$ cat src/rtl/bios_loader_if.sv
// ROM read port, memory write port and boot status/control signals of bios_loader.
interface bios_loader_if #(
    parameter int unsigned DATA_WIDTH     = 32,
    parameter int unsigned ROM_ADDR_WIDTH = 8,
    parameter int unsigned MEM_ADDR_WIDTH = 10
);
    logic                      start;
    logic [ROM_ADDR_WIDTH-1:0] rom_addr;
    logic [DATA_WIDTH-1:0]     rom_q;
    logic                      mem_we;
    logic [MEM_ADDR_WIDTH-1:0] mem_addr;
    logic [DATA_WIDTH-1:0]     mem_wdata;
    logic                      busy;
    logic                      done;
    logic                      cpu_hold;

    modport master (
        input  start, rom_q,
        output rom_addr, mem_we, mem_addr, mem_wdata, busy, done, cpu_hold
    );

    modport slave (
        output start, rom_q,
        input  rom_addr, mem_we, mem_addr, mem_wdata, busy, done, cpu_hold
    );
endinterface

$ cat src/rtl/bios_loader.sv
// Boot-time ROM-to-memory copier that holds the CPU in reset until the copy completes.
// Optional running sum of copied words enabled by defining BIOS_LOADER_CHECKSUM_EN.
module bios_loader #(
    parameter int unsigned DATA_WIDTH     = 32,
    parameter int unsigned ROM_ADDR_WIDTH = 8,
    parameter int unsigned MEM_ADDR_WIDTH = 10,
    parameter int unsigned LOAD_BASE      = 0,
    parameter int unsigned LOAD_WORDS     = 256
) (
    input  logic clk,
    input  logic rst,
    bios_loader_if.master bus
`ifdef BIOS_LOADER_CHECKSUM_EN
    ,
    output logic [DATA_WIDTH-1:0] checksum
`endif
);
    localparam int unsigned RW = ROM_ADDR_WIDTH;
    localparam int unsigned MW = MEM_ADDR_WIDTH;
    localparam int unsigned DW = DATA_WIDTH;

    localparam logic [1:0] IDLE  = 2'd0;
    localparam logic [1:0] COPY  = 2'd1;
    localparam logic [1:0] DRAIN = 2'd2;
    localparam logic [1:0] DONE  = 2'd3;

    localparam logic [RW-1:0] LAST = RW'(LOAD_WORDS - 1);
    localparam logic [MW-1:0] BASE = MW'(LOAD_BASE);

    logic [1:0]    state_q,     state_d;
    logic [RW-1:0] rom_addr_q,  rom_addr_d;
    logic          mem_we_q,    mem_we_d;
    logic [MW-1:0] mem_addr_q,  mem_addr_d;
    logic [DW-1:0] mem_wdata_q, mem_wdata_d;
    logic          busy_q,      busy_d;
    logic          done_q,      done_d;
    logic          cpu_hold_q,  cpu_hold_d;

    // rom_addr doubles as the copy index; it never advances past the last word
    always_comb begin
        state_d     = state_q;
        rom_addr_d  = rom_addr_q;
        mem_we_d    = mem_we_q;
        mem_addr_d  = mem_addr_q;
        mem_wdata_d = mem_wdata_q;
        busy_d      = busy_q;
        done_d      = done_q;
        cpu_hold_d  = cpu_hold_q;
        case (state_q)
            IDLE, DONE: begin
                if (bus.start) begin
                    state_d    = COPY;
                    rom_addr_d = '0;
                    busy_d     = 1'b1;
                    done_d     = 1'b0;
                    cpu_hold_d = 1'b1;
                end
            end
            COPY: begin
                mem_we_d    = 1'b1;
                mem_addr_d  = BASE + MW'(rom_addr_q);
                mem_wdata_d = bus.rom_q;
                if (rom_addr_q == LAST) begin
                    state_d = DRAIN;
                end else begin
                    rom_addr_d = rom_addr_q + RW'(1);
                end
            end
            DRAIN: begin
                state_d    = DONE;
                mem_we_d   = 1'b0;
                busy_d     = 1'b0;
                done_d     = 1'b1;
                cpu_hold_d = 1'b0;
            end
            default: state_d = IDLE;
        endcase
    end

    always_ff @(posedge clk) begin
        if (rst) begin
            state_q     <= IDLE;
            rom_addr_q  <= '0;
            mem_we_q    <= 1'b0;
            mem_addr_q  <= '0;
            mem_wdata_q <= '0;
            busy_q      <= 1'b0;
            done_q      <= 1'b0;
            cpu_hold_q  <= 1'b1;
        end else begin
            state_q     <= state_d;
            rom_addr_q  <= rom_addr_d;
            mem_we_q    <= mem_we_d;
            mem_addr_q  <= mem_addr_d;
            mem_wdata_q <= mem_wdata_d;
            busy_q      <= busy_d;
            done_q      <= done_d;
            cpu_hold_q  <= cpu_hold_d;
        end
    end

    assign bus.rom_addr  = rom_addr_q;
    assign bus.mem_we    = mem_we_q;
    assign bus.mem_addr  = mem_addr_q;
    assign bus.mem_wdata = mem_wdata_q;
    assign bus.busy      = busy_q;
    assign bus.done      = done_q;
    assign bus.cpu_hold  = cpu_hold_q;

`ifdef BIOS_LOADER_CHECKSUM_EN
    logic [DW-1:0] sum_q;

    // Accumulates alongside each captured word; restarts with every new copy
    always_ff @(posedge clk) begin
        if (rst) begin
            sum_q <= '0;
        end else if ((state_q == IDLE || state_q == DONE) && bus.start) begin
            sum_q <= '0;
        end else if (state_q == COPY) begin
            sum_q <= sum_q + bus.rom_q;
        end
    end

    assign checksum = sum_q;
`endif
endmodule
$ cat src/flat_wrapper.sv
// flat-port wrapper written by rule: the top's interface ports become plain ports
module bios_loader_flat 
#(
    parameter int unsigned DATA_WIDTH     = 32,
    parameter int unsigned ROM_ADDR_WIDTH = 8,
    parameter int unsigned MEM_ADDR_WIDTH = 10,
    parameter int unsigned LOAD_BASE      = 0,
    parameter int unsigned LOAD_WORDS     = 256
)
  (clk, rst, bus_start, bus_rom_q, bus_rom_addr, bus_mem_we, bus_mem_addr, bus_mem_wdata, bus_busy, bus_done, bus_cpu_hold);
  bios_loader_if #(.DATA_WIDTH(DATA_WIDTH), .ROM_ADDR_WIDTH(ROM_ADDR_WIDTH), .MEM_ADDR_WIDTH(MEM_ADDR_WIDTH)) bus_i ();
  input  logic clk;
  input  logic rst;
  input wire logic [$bits(bus_i.start)-1:0] bus_start;
  input wire logic [$bits(bus_i.rom_q)-1:0] bus_rom_q;
  output wire logic [$bits(bus_i.rom_addr)-1:0] bus_rom_addr;
  output wire logic [$bits(bus_i.mem_we)-1:0] bus_mem_we;
  output wire logic [$bits(bus_i.mem_addr)-1:0] bus_mem_addr;
  output wire logic [$bits(bus_i.mem_wdata)-1:0] bus_mem_wdata;
  output wire logic [$bits(bus_i.busy)-1:0] bus_busy;
  output wire logic [$bits(bus_i.done)-1:0] bus_done;
  output wire logic [$bits(bus_i.cpu_hold)-1:0] bus_cpu_hold;
  assign bus_i.start = bus_start;
  assign bus_i.rom_q = bus_rom_q;
  assign bus_rom_addr = bus_i.rom_addr;
  assign bus_mem_we = bus_i.mem_we;
  assign bus_mem_addr = bus_i.mem_addr;
  assign bus_mem_wdata = bus_i.mem_wdata;
  assign bus_busy = bus_i.busy;
  assign bus_done = bus_i.done;
  assign bus_cpu_hold = bus_i.cpu_hold;
  bios_loader #(.DATA_WIDTH(DATA_WIDTH), .ROM_ADDR_WIDTH(ROM_ADDR_WIDTH), .MEM_ADDR_WIDTH(MEM_ADDR_WIDTH), .LOAD_BASE(LOAD_BASE), .LOAD_WORDS(LOAD_WORDS)) u_core (.clk(clk), .rst(rst), .bus(bus_i));
endmodule
$ cat config.mk
export PLATFORM = sky130hd
export DESIGN_NAME = bios_loader_flat
export DESIGN_NICKNAME = d
export VERILOG_FILES = /design/src/rtl/bios_loader_if.sv /design/src/rtl/bios_loader.sv /design/src/flat_wrapper.sv
export SDC_FILE = /design/constraint.sdc
export NUM_CORES = 1
export LEC_CHECK = 0
export CORE_ASPECT_RATIO = 1.25
export CORE_UTILIZATION = 42
export DETAILED_ROUTE_END_ITERATION = 16
export GPL_TIMING_DRIVEN = 0
export PLACE_DENSITY = 0.79
export SLEW_MARGIN = 40
export SYNTH_ARGS = -nofsm -noshare
export SYNTH_HDL_FRONTEND = slang
export SYNTH_SLANG_ARGS = --single-unit
$ cat constraint.sdc
create_clock -name clk -period 2.5 [get_ports clk]
set_input_delay 0.25 -clock clk [delete_from_list [all_inputs] [get_ports clk]]
set_output_delay 0.25 -clock clk [all_outputs]
set_load 0.05 [all_outputs]
==> reports/metrics.yaml, run 1 <==
timing:
  grt_setup_unrepaired: "no"
  post_route_clock_period_utilization: 0.8822
  maxSlewViolCount: 0
  fin_skew_ns: 0.006457
  timing.max_slew.rel_slack: 0.5501
  finalSetupViolations: 0
  worst_slew_pin_slew_ns: 0.6704
  tns_ns: 0
  final_hold_viol_count: 0
  fmax_mhz: 453.4
  post-route-min-period_ns: 2.206
critical_path:
  critical_path_peak_fanout: 10
  cp.required_ns: 2.74
  worstSetupEndpointType: "flip-flop"
  worst_r2r_path_depth: 8
  cp.arrival_ns: 2.44
  worst-setup-path-type: "flip-flop to flip-flop"
  worst_setup_path_start_kind: "flip-flop"
clocking:
  path_clk_slew_ns: 0.09
  cts_made_buffers: 5
  tritoncts: "yes"
  cts.sinks: 54
  clock_tree.root_cell: "clkbuf_8"
  cts_post_setup_buffers_inserted: 0
  cts_resized: 0
  hold_buffers: 0
  cts-htree-levels: 2
  max-clock-path-buffers: 2
  clk-insertion-delay-late_ns: 0.30
detailed_routing:
  wirelength_um: 5020
  post_drt_wl_per_cell_um: 13.28
  final_antenna_net_count: 0
  detail_route.vias_per_cell: 5.005
  detailroute.via_count: 1892
  drt_drc_violations_left: 0
  drtIter0Drc: 79
  drtPass1Iterations: 4
synthesis:
  area_of_the_mapped_netlist_um2: 2171
  mean_cell_area_of_the_mapped_netlist_um2: 9.691
  yosys_warnings: 0
  postSynthRegisterBits: 54
  syn-instance-count: 224
  synth_cell_types: 34
  ys_seq_area_frac: 0.4980
floorplanning:
  die_height_um: 82.38
  die_width_um: 66.31
  floorplan.core_area_um2: 4835
  ios: 89
  floorplan.rows: 28
  starting_density_of_the_core: 0.4490
  fp.dieArea_um2: 5462
final_layout:
  mostFrequentLayoutCells: "clkdlybuf4s50_1 (85), dfxtp_1 (54), nor2_1 (46), mux2i_1 (40), a21oi_1 (12)"
  area_growth_syn_to_layout_pct: 47.90
  layout.cells.most_common: "clkdlybuf4s50_1"
  fin_nets: 356
  antenna_cells_inserted: 0
  final_cell_count_no_fill: 378
  drive_gt1_frac: 0.07547
hold_path:
  worstHoldPathCells: 2
  min_path_type: "input port to flip-flop"
power:
  power_density_nw_per_um2: 1071
  p_leak_nw: 1.207
  peakVddDrop_uv: 719.6
flow_run:
  maxCapViolations: 0
place:
  placedCellCount: 370
  place_hpwl_um: 3605
  buffer_ports.inserted: 85
  finalWeightedCongestion: 0.7961
global_routing:
  antenna_found_initial: 0
  grt_max_degree: 17
  grt_first_pass_wirelength_um: 8121
  grt_overflow_total: 0
  tot_gr_track_use: 0.1961
  first_global_vias: 1901
status:
  status: "completed"
[path summary, 6_finish.rpt]
| kind | from | end | slack (ns) |
|---|---|---|---|
| worst max-delay path | u_core.state_q[0] | u_core.bus.rom_addr[6] | 0.29 |
| worst min-delay path | rst | u_core.state_q[0] | 0.15 |
| worst max register to register | u_core.state_q[0] | u_core.bus.rom_addr[6] | 0.29 |
| worst min register to register | u_core.bus.mem_addr[4] | u_core.bus.mem_addr[4] | 0.50 |
[stage by stage]
step	instance area (µm²)	hold WS, ns	setup slack (ns)	power, mW	util
4_1_cts	3211	0.1379	0.3120	3.472	0.6641
5_1_grt	3211	0.1496	0.2081	3.618	0.6641
2_1_floorplan	2175	0.3972	0.3168	2.373	-
3_5_place_dp	3100	0.4699	0.3523	2.881	0.6413
6_report	3211	0.1469	0.2944	3.440	0.6641
3_3_place_gp	3100	0.4665	0.3624	2.850	0.6413
[kinds of logic (layout without fill, tap and decap cells)]
kind of cell / count (synthesis) / in the layout / share of synthesized area
buf+inv: 21 / 114 / 0.05590
simple gates: 78 / 78 / 0.1631
mux: 40 / 40 / 0.1844
flops: 54 / 54 / 0.4980
compound gates: 26 / 26 / 0.07378
fa+ha+maj: 4 / 4 / 0.02306
other cells: 1 / 2 / 0.001727
[power breakdown]
group	internal (mW)	switching, mW
combinational	0.652	1.08
clock	0.299	0.273
sequential	1.03	0.101
total	1.98	1.46
[state kept, by name, indices dropped and copies added (netlist names)]
name,flops
u_core.bus.rom_addr,8
u_core.bus.cpu_hold,1
u_core.state_q,2
u_core.bus.mem_addr,8
u_core.bus.busy,1
u_core.bus.done,1
u_core.bus.mem_wdata,32
u_core.bus.mem_we,1
[per-layer routing]
layer / vias to the layer above / part of all wire / GRT usage
met5: - / 0 / 0
li1: 943 / - / -
met3: 6 / 0.12 / 0.1058
met4: 0 / 0.012 / 0.06596
met1: 869 / 0.39 / 0.1944
met2: 74 / 0.48 / 0.3469
[cell type report]
cell class	instances	area, µm²
clock inverters	2	37.54
plain buffers	17	106.4
well taps	60	75.07
fillers	427	1624
flip-flops and latches	54	1081
multi-input cells	150	972.2
clock buffers	6	72.57
repair buffers	85	850.8
inverters	4	15.01
[worst max-delay path: stages (launching register included)]
cell and delay [ns]:
dfxtp_1 0.39, inv_1 0.06, ha_1 0.28, buf_4 0.16, nor2b_1 0.19, a311o_1 0.36
buf_6 0.15, or4_1 0.39, a21oi_1 0.15
[synthesized netlist by cell type (all sizes together)]
master / instances / area [µm²]
dfxtp: 54 / 1081
nor2: 46 / 172.7
mux2i: 40 / 400.4
a21oi: 12 / 60.06
buf: 11 / 83.83
nand2: 9 / 33.78
clkbuf: 6 / 22.52
a31oi: 5 / 31.28
nand3: 5 / 25.02
ha: 4 / 50.05
inv: 4 / 15.01
o21ai: 3 / 15.01
a311oi: 2 / 17.52
nand4: 2 / 12.51
nor2b: 2 / 12.51
nor3: 2 / 10.01
or3: 2 / 13.77
or4: 2 / 15.01
a21o: 1 / 8.760
a311o: 1 / 10.01
and2: 1 / 7.510
and3: 1 / 6.260
and4: 1 / 10.01
conb: 1 / 3.750
nand2b: 1 / 6.260
nand3b: 1 / 7.510
nand4b: 1 / 8.760
nor4: 1 / 6.260
o211ai: 1 / 7.510
o21ba: 1 / 10.01
or2: 1 / 6.260
Note: power is estimated with default switching activity, not from simulation.
==> run 2: changes to the inputs <==
--- a/config.mk
+++ b/config.mk
@@ -9,6 +9,7 @@
 export CORE_UTILIZATION = 42
 export DETAILED_ROUTE_END_ITERATION = 16
 export GPL_TIMING_DRIVEN = 0
+export MAX_ROUTING_LAYER = met4
 export PLACE_DENSITY = 0.79
 export SLEW_MARGIN = 40
 export SYNTH_ARGS = -nofsm -noshare
==> run 2 against run 1 <==
Flip-flop and latch count stayed put. Register-to-register slack hardly changed. Worst hold slack about the same. Critical endpoint unchanged. Clock-buffer cell count stayed put.
==> reports/metrics.yaml, run 2 (synthesis gave the netlist of run 1 again) <==
status:
  status: "completed"
critical_path:
  worst-setup-path-type: "flip-flop to flip-flop"
  critical_path.reg2reg.startpoint: "u_core.state_q[0]"
  critical_path.cell_chain: "inv_1 -> ha_1 -> buf_4 -> nor2b_1 -> a311o_1 -> buf_6 -> or4_1 -> a21oi_1"
  critPathTopFamily: "simple AND/OR/NAND/NOR gates"
  worst_r2r_path_depth: 8
  master_of_the_slowest_instance_on_the_critical_path: "dfxtp_1"
  cp.arrival_ns: 2.45
  worstSetupEndpointType: "flip-flop"
  cp.required_ns: 2.74
  worstPathBufferInverterCount: 3
  worst_setup_path_startpoint: "u_core.state_q[0]"
  critical_path_peak_fanout: 10
  worst_setup_path_start_kind: "flip-flop"
  slowest_delay_ns: 0.39
  crit_cells: 8
hold_path:
  worstHoldPathCells: 2
  min_path_type: "input port to flip-flop"
  hold_path.startpoint: "rst"
floorplanning:
  starting_density_of_the_core: 0.4490
  die_width_um: 66.31
  die_height_um: 82.38
  floorplan.core_area_um2: 4835
  ios: 89
  floorplan.rows: 28
  fp.dieArea_um2: 5462
final_layout:
  fin_nets: 356
  drive_gt1_frac: 0.07547
  mostFrequentLayoutCells: "clkdlybuf4s50_1 (85), dfxtp_1 (54), nor2_1 (46), mux2i_1 (40), a21oi_1 (12)"
  antenna_cells_inserted: 0
  area_growth_syn_to_layout_pct: 47.90
  final_cell_count_no_fill: 378
  layout.cells.most_common: "clkdlybuf4s50_1"
  flip_flop_count_of_the_largest_register_all_copies_and_words_added: 32
  final_util: 0.6641
place:
  placedCellCount: 370
  place_hpwl_um: 3605
  finalWeightedCongestion: 0.8075
  buffer_ports.inserted: 85
  dpl_worst_slack_ns: 0.3523
clocking:
  clock_tree.root_cell: "clkbuf_8"
  cts_made_buffers: 5
  max-clock-path-buffers: 2
  tritoncts: "yes"
  cts.sinks: 54
  cts-htree-levels: 2
  hold_buffers: 0
  cts_post_setup_buffers_inserted: 0
  clk-insertion-delay-late_ns: 0.30
  cts_resized: 0
  path_clk_slew_ns: 0.09
detailed_routing:
  post_drt_wl_per_cell_um: 13.32
  detailroute.via_count: 1899
  detail_route.vias_per_cell: 5.024
  wirelength_um: 5036
  drtIter0Drc: 84
  drt_drc_violations_left: 0
  final_antenna_net_count: 0
  drtPass1Iterations: 4
timing:
  fin_skew_ns: 0.006424
  post_route_clock_period_utilization: 0.8856
  grt_setup_unrepaired: "no"
  final.setup.worst_slack_ns: 0.2860
  post-route-min-period_ns: 2.214
  fmax_mhz: 451.7
  tns_ns: 0
  timing.max_slew.rel_slack: 0.5497
  final_hold_viol_count: 0
  worst_slew_pin_slew_ns: 0.6709
  maxSlewViolCount: 0
  hold_ws_ns: 0.1469
  finalSetupViolations: 0
global_routing:
  grt_max_degree: 17
  first_global_vias: 1899
  grt_overflow_total: 0
  antenna_found_initial: 0
  tot_gr_track_use: 0.2017
  grt_first_pass_wirelength_um: 8121
flow_run:
  maxCapViolations: 0
power:
  peakVddDrop_uv: 719.1
  power_density_nw_per_um2: 1072
  p_leak_nw: 1.207
[run 2: area by class of cell]
| class | count | area, µm² |
|---|---|---|
| multi-input cells | 150 | 972.2 |
| repair buffers | 85 | 850.8 |
| plain buffers | 17 | 106.4 |
| well taps | 60 | 75.07 |
| inverters | 4 | 15.01 |
| flip-flops and latches | 54 | 1081 |
| fillers | 427 | 1624 |
| clock inverters | 2 | 37.54 |
| clock buffers | 6 | 72.57 |
[run 2: routing by layer]
metal,part of all wire,GRT usage,up-vias
met3,0.10,0.09066,6
met2,0.48,0.3469,74
met1,0.41,0.2037,877
li1,-,-,942
met5,0,-,-
met4,0.012,0.06596,0
[run 2: path summary, 6_finish.rpt]
path / endpoint / slack, ns
setup / recovery: u_core.bus.rom_addr[6] / 0.29
hold / removal: u_core.state_q[0] / 0.15
setup reg to reg: u_core.bus.rom_addr[6] / 0.29
hold reg to reg: u_core.bus.mem_addr[4] / 0.50
[run 2: power by group]
group | internal (mW) | switching, mW | leakage (nW)
Combinational | 0.652 | 1.09 | 0.716
Clock | 0.299 | 0.274 | 0.0514
Sequential | 1.03 | 0.101 | 0.440
[run 2: worst reg2reg max path: stages, from the launching register on]
cell and delay [ns]:
dfxtp_1 0.39, inv_1 0.06, ha_1 0.28, buf_4 0.16
nor2b_1 0.19, a311o_1 0.37, buf_6 0.15, or4_1 0.40
a21oi_1 0.15
[run 2: through the flow]
| stage | power, mW | cell area (µm²) |
|---|---|---|
| finish | 3.443 | 3211 |
| global placement | 2.850 | 3100 |
| floorplan | 2.373 | 2175 |
| detailed placement | 2.881 | 3100 |
| CTS | 3.472 | 3211 |
| global route | 3.618 | 3211 |
==> run 3: changes to the inputs <==
--- a/config.mk
+++ b/config.mk
@@ -11,6 +11,7 @@
 export GPL_TIMING_DRIVEN = 0
 export MAX_ROUTING_LAYER = met4
 export PLACE_DENSITY = 0.79
+export SETUP_SLACK_MARGIN = 0.4
 export SLEW_MARGIN = 40
 export SYNTH_ARGS = -nofsm -noshare
 export SYNTH_HDL_FRONTEND = slang
==> run 3 against run 2 <==
Critical path depth unchanged. Clock skew down 0.0043 ns. Flip-flop and latch count unchanged. Global-route usage about the same. Total power up 2.2%. Die area unchanged. Final area up 1.4%. Worst setup slack better by 0.13 ns. Clock power up 1%. Combinational power up 3%. Largest cell class unchanged. Critical endpoint is now u_core.bus.rom_addr[5].
==> reports/metrics.yaml, run 3 (synthesis gave the netlist of run 1 again) <==
status:
  status: "completed"
critical_path:
  crit_cells: 8
  critical_path.reg2reg.endpoint: "u_core.bus.rom_addr[5]"
  cp.arrival_ns: 2.33
  critical_path_peak_fanout: 7
  worstPathBufferInverterCount: 3
  master_of_the_slowest_instance_on_the_critical_path: "or4_1"
  worstSetupEndpointType: "flip-flop"
  slowest_delay_ns: 0.39
  critical_path.cell_chain: "inv_1 -> ha_1 -> buf_6 -> nor2b_4 -> a311o_1 -> buf_4 -> or4_1 -> a31oi_1"
  critical_path.reg2reg.startpoint: "u_core.state_q[0]"
  cp.required_ns: 2.74
  worst-setup-path-type: "flip-flop to flip-flop"
  worst_r2r_path_depth: 8
  worst_setup_path_start_kind: "flip-flop"
  critPathTopFamily: "simple AND/OR/NAND/NOR gates"
  reg2reg_slack_ns: 0.41
final_layout:
  finalInstanceArea_um2: 3256
  flip_flop_count_of_the_largest_register_all_copies_and_words_added: 32
  fin_nets: 359
  drive_gt1_frac: 0.1028
  layout.cells.most_common: "clkdlybuf4s50_1"
  final.fill_count: 388
  antenna_cells_inserted: 0
  mostFrequentLayoutCells: "clkdlybuf4s50_1 (85), dfxtp_1 (51), nor2_1 (46), mux2i_1 (40), a21oi_1 (11)"
  final_util: 0.6734
  area_growth_syn_to_layout_pct: 49.97
clocking:
  max-clock-path-buffers: 2
  clock_tree.root_cell: "clkbuf_8"
  cts_made_buffers: 5
  cts.sinks: 54
  hold_buffers: 0
  path_clk_slew_ns: 0.09
  clk-insertion-delay-late_ns: 0.30
  tritoncts: "yes"
  cts-htree-levels: 2
timing:
  grt_setup_unrepaired: "yes"
  finalSetupViolations: 0
  post_route_clock_period_utilization: 0.8349
  timing.max_slew.rel_slack: 0.6116
  fin_skew_ns: 0.002093
  final_hold_viol_count: 0
  tns_ns: 0
  post-route-min-period_ns: 2.087
  fmax_mhz: 479.1
  worst_slew_pin_slew_ns: 0.5787
  maxSlewViolCount: 0
detailed_routing:
  drt_drc_violations_left: 0
  drtPass1Iterations: 4
  drtIter0Drc: 65
  post_drt_wl_per_cell_um: 13.48
  final_antenna_net_count: 0
  detailroute.via_count: 1941
  wirelength_um: 5135
  detail_route.vias_per_cell: 5.094
place:
  finalWeightedCongestion: 0.8340
  place_area_um2: 3103
  place_hpwl_um: 3643
  buffer_ports.inserted: 85
flow_run:
  maxCapViolations: 0
hold_path:
  worst_hold_path.endpoint: "u_core.state_q[0]"
  worstHoldPathCells: 2
  hold_path.startpoint: "rst"
  min_path_type: "input port to flip-flop"
global_routing:
  grt_max_degree: 16
  antenna_found_initial: 0
  tot_gr_track_use: 0.2014
  grt_first_pass_wirelength_um: 8114
  first_global_vias: 1872
  grt_overflow_total: 0
floorplanning:
  ios: 89
  floorplan.core_area_um2: 4835
  floorplan.rows: 28
  die_height_um: 82.38
  fp.dieArea_um2: 5462
  die_width_um: 66.31
  starting_density_of_the_core: 0.4490
power:
  power_density_nw_per_um2: 1081
  p_leak_nw: 1.237
  peakVddDrop_uv: 687.7
==> run 3: what timing repair did <==
item,4_1_cts,5_1_grt
setup endpoints to repair,2,10
buffers inserted,0,3
gates resized for setup,2,7
pin swaps,1,3
cloned,0,0
==> run 3: worst reg2reg max path: stages, from the launching register on <==
cell     delay, ns
dfxtp_4       0.37
inv_1         0.04
ha_1          0.27
buf_6         0.14
nor2b_4       0.14
a311o_1       0.36
buf_4         0.15
or4_1         0.39
a31oi_1       0.16
==> run 3: worst max-delay path by stage <==
stage | start | to | slack (ns)
floorplan | u_core.state_q[0] | u_core.bus.rom_addr[6] | 0.46
finish | u_core.state_q[0] | u_core.bus.rom_addr[5] | 0.41
global route | u_core.state_q[0] | u_core.bus.rom_addr[5] | 0.33
CTS | u_core.state_q[0] | u_core.bus.rom_addr[6] | 0.41
detailed placement | u_core.state_q[0] | u_core.bus.rom_addr[6] | 0.33
global placement | u_core.state_q[0] | u_core.bus.rom_addr[6] | 0.36
==> run 3: area by class of cell <==
type,instances,area (µm²),share of cell area
inverters,4,15.01,0.004612
clock buffers,7,76.32,0.02344
repair buffers,88,873.3,0.2683
plain buffers,17,111.4,0.03420
clock inverters,1,30.03,0.009224
flip-flops and latches,54,1087,0.3340
well taps,60,75.07,0.02306
multi-input cells,150,987.2,0.3032
==> run 3: report_power, final <==
group,leakage (nW),switching (mW),internal (mW),total (mW)
logic,0.743,1.09,0.707,1.80
registers,0.442,0.103,1.04,1.14
clock network,0.0524,0.281,0.300,0.581
==> run 3: layer usage <==
metal | vias to the layer above | track usage | wire length, µm
met5 | - | - | 0
met4 | 0 | 0.08085 | 113
met3 | 9 | 0.08379 | 511
met2 | 90 | 0.3347 | 2414
met1 | 892 | 0.2114 | 2095
li1 | 950 | - | -
==> run 3: through the flow <==
step	total power, mW	setup slack, ns	hold slack [ns]	instances
5_1_grt	3.705	0.3268	0.1382	381
6_report	3.519	0.4129	0.1366	381
4_1_cts	3.465	0.4067	0.1397	378
3_3_place_gp	2.850	0.3607	0.4657	370
3_5_place_dp	2.877	0.3337	0.4724	370
2_1_floorplan	2.375	0.4618	0.3972	225
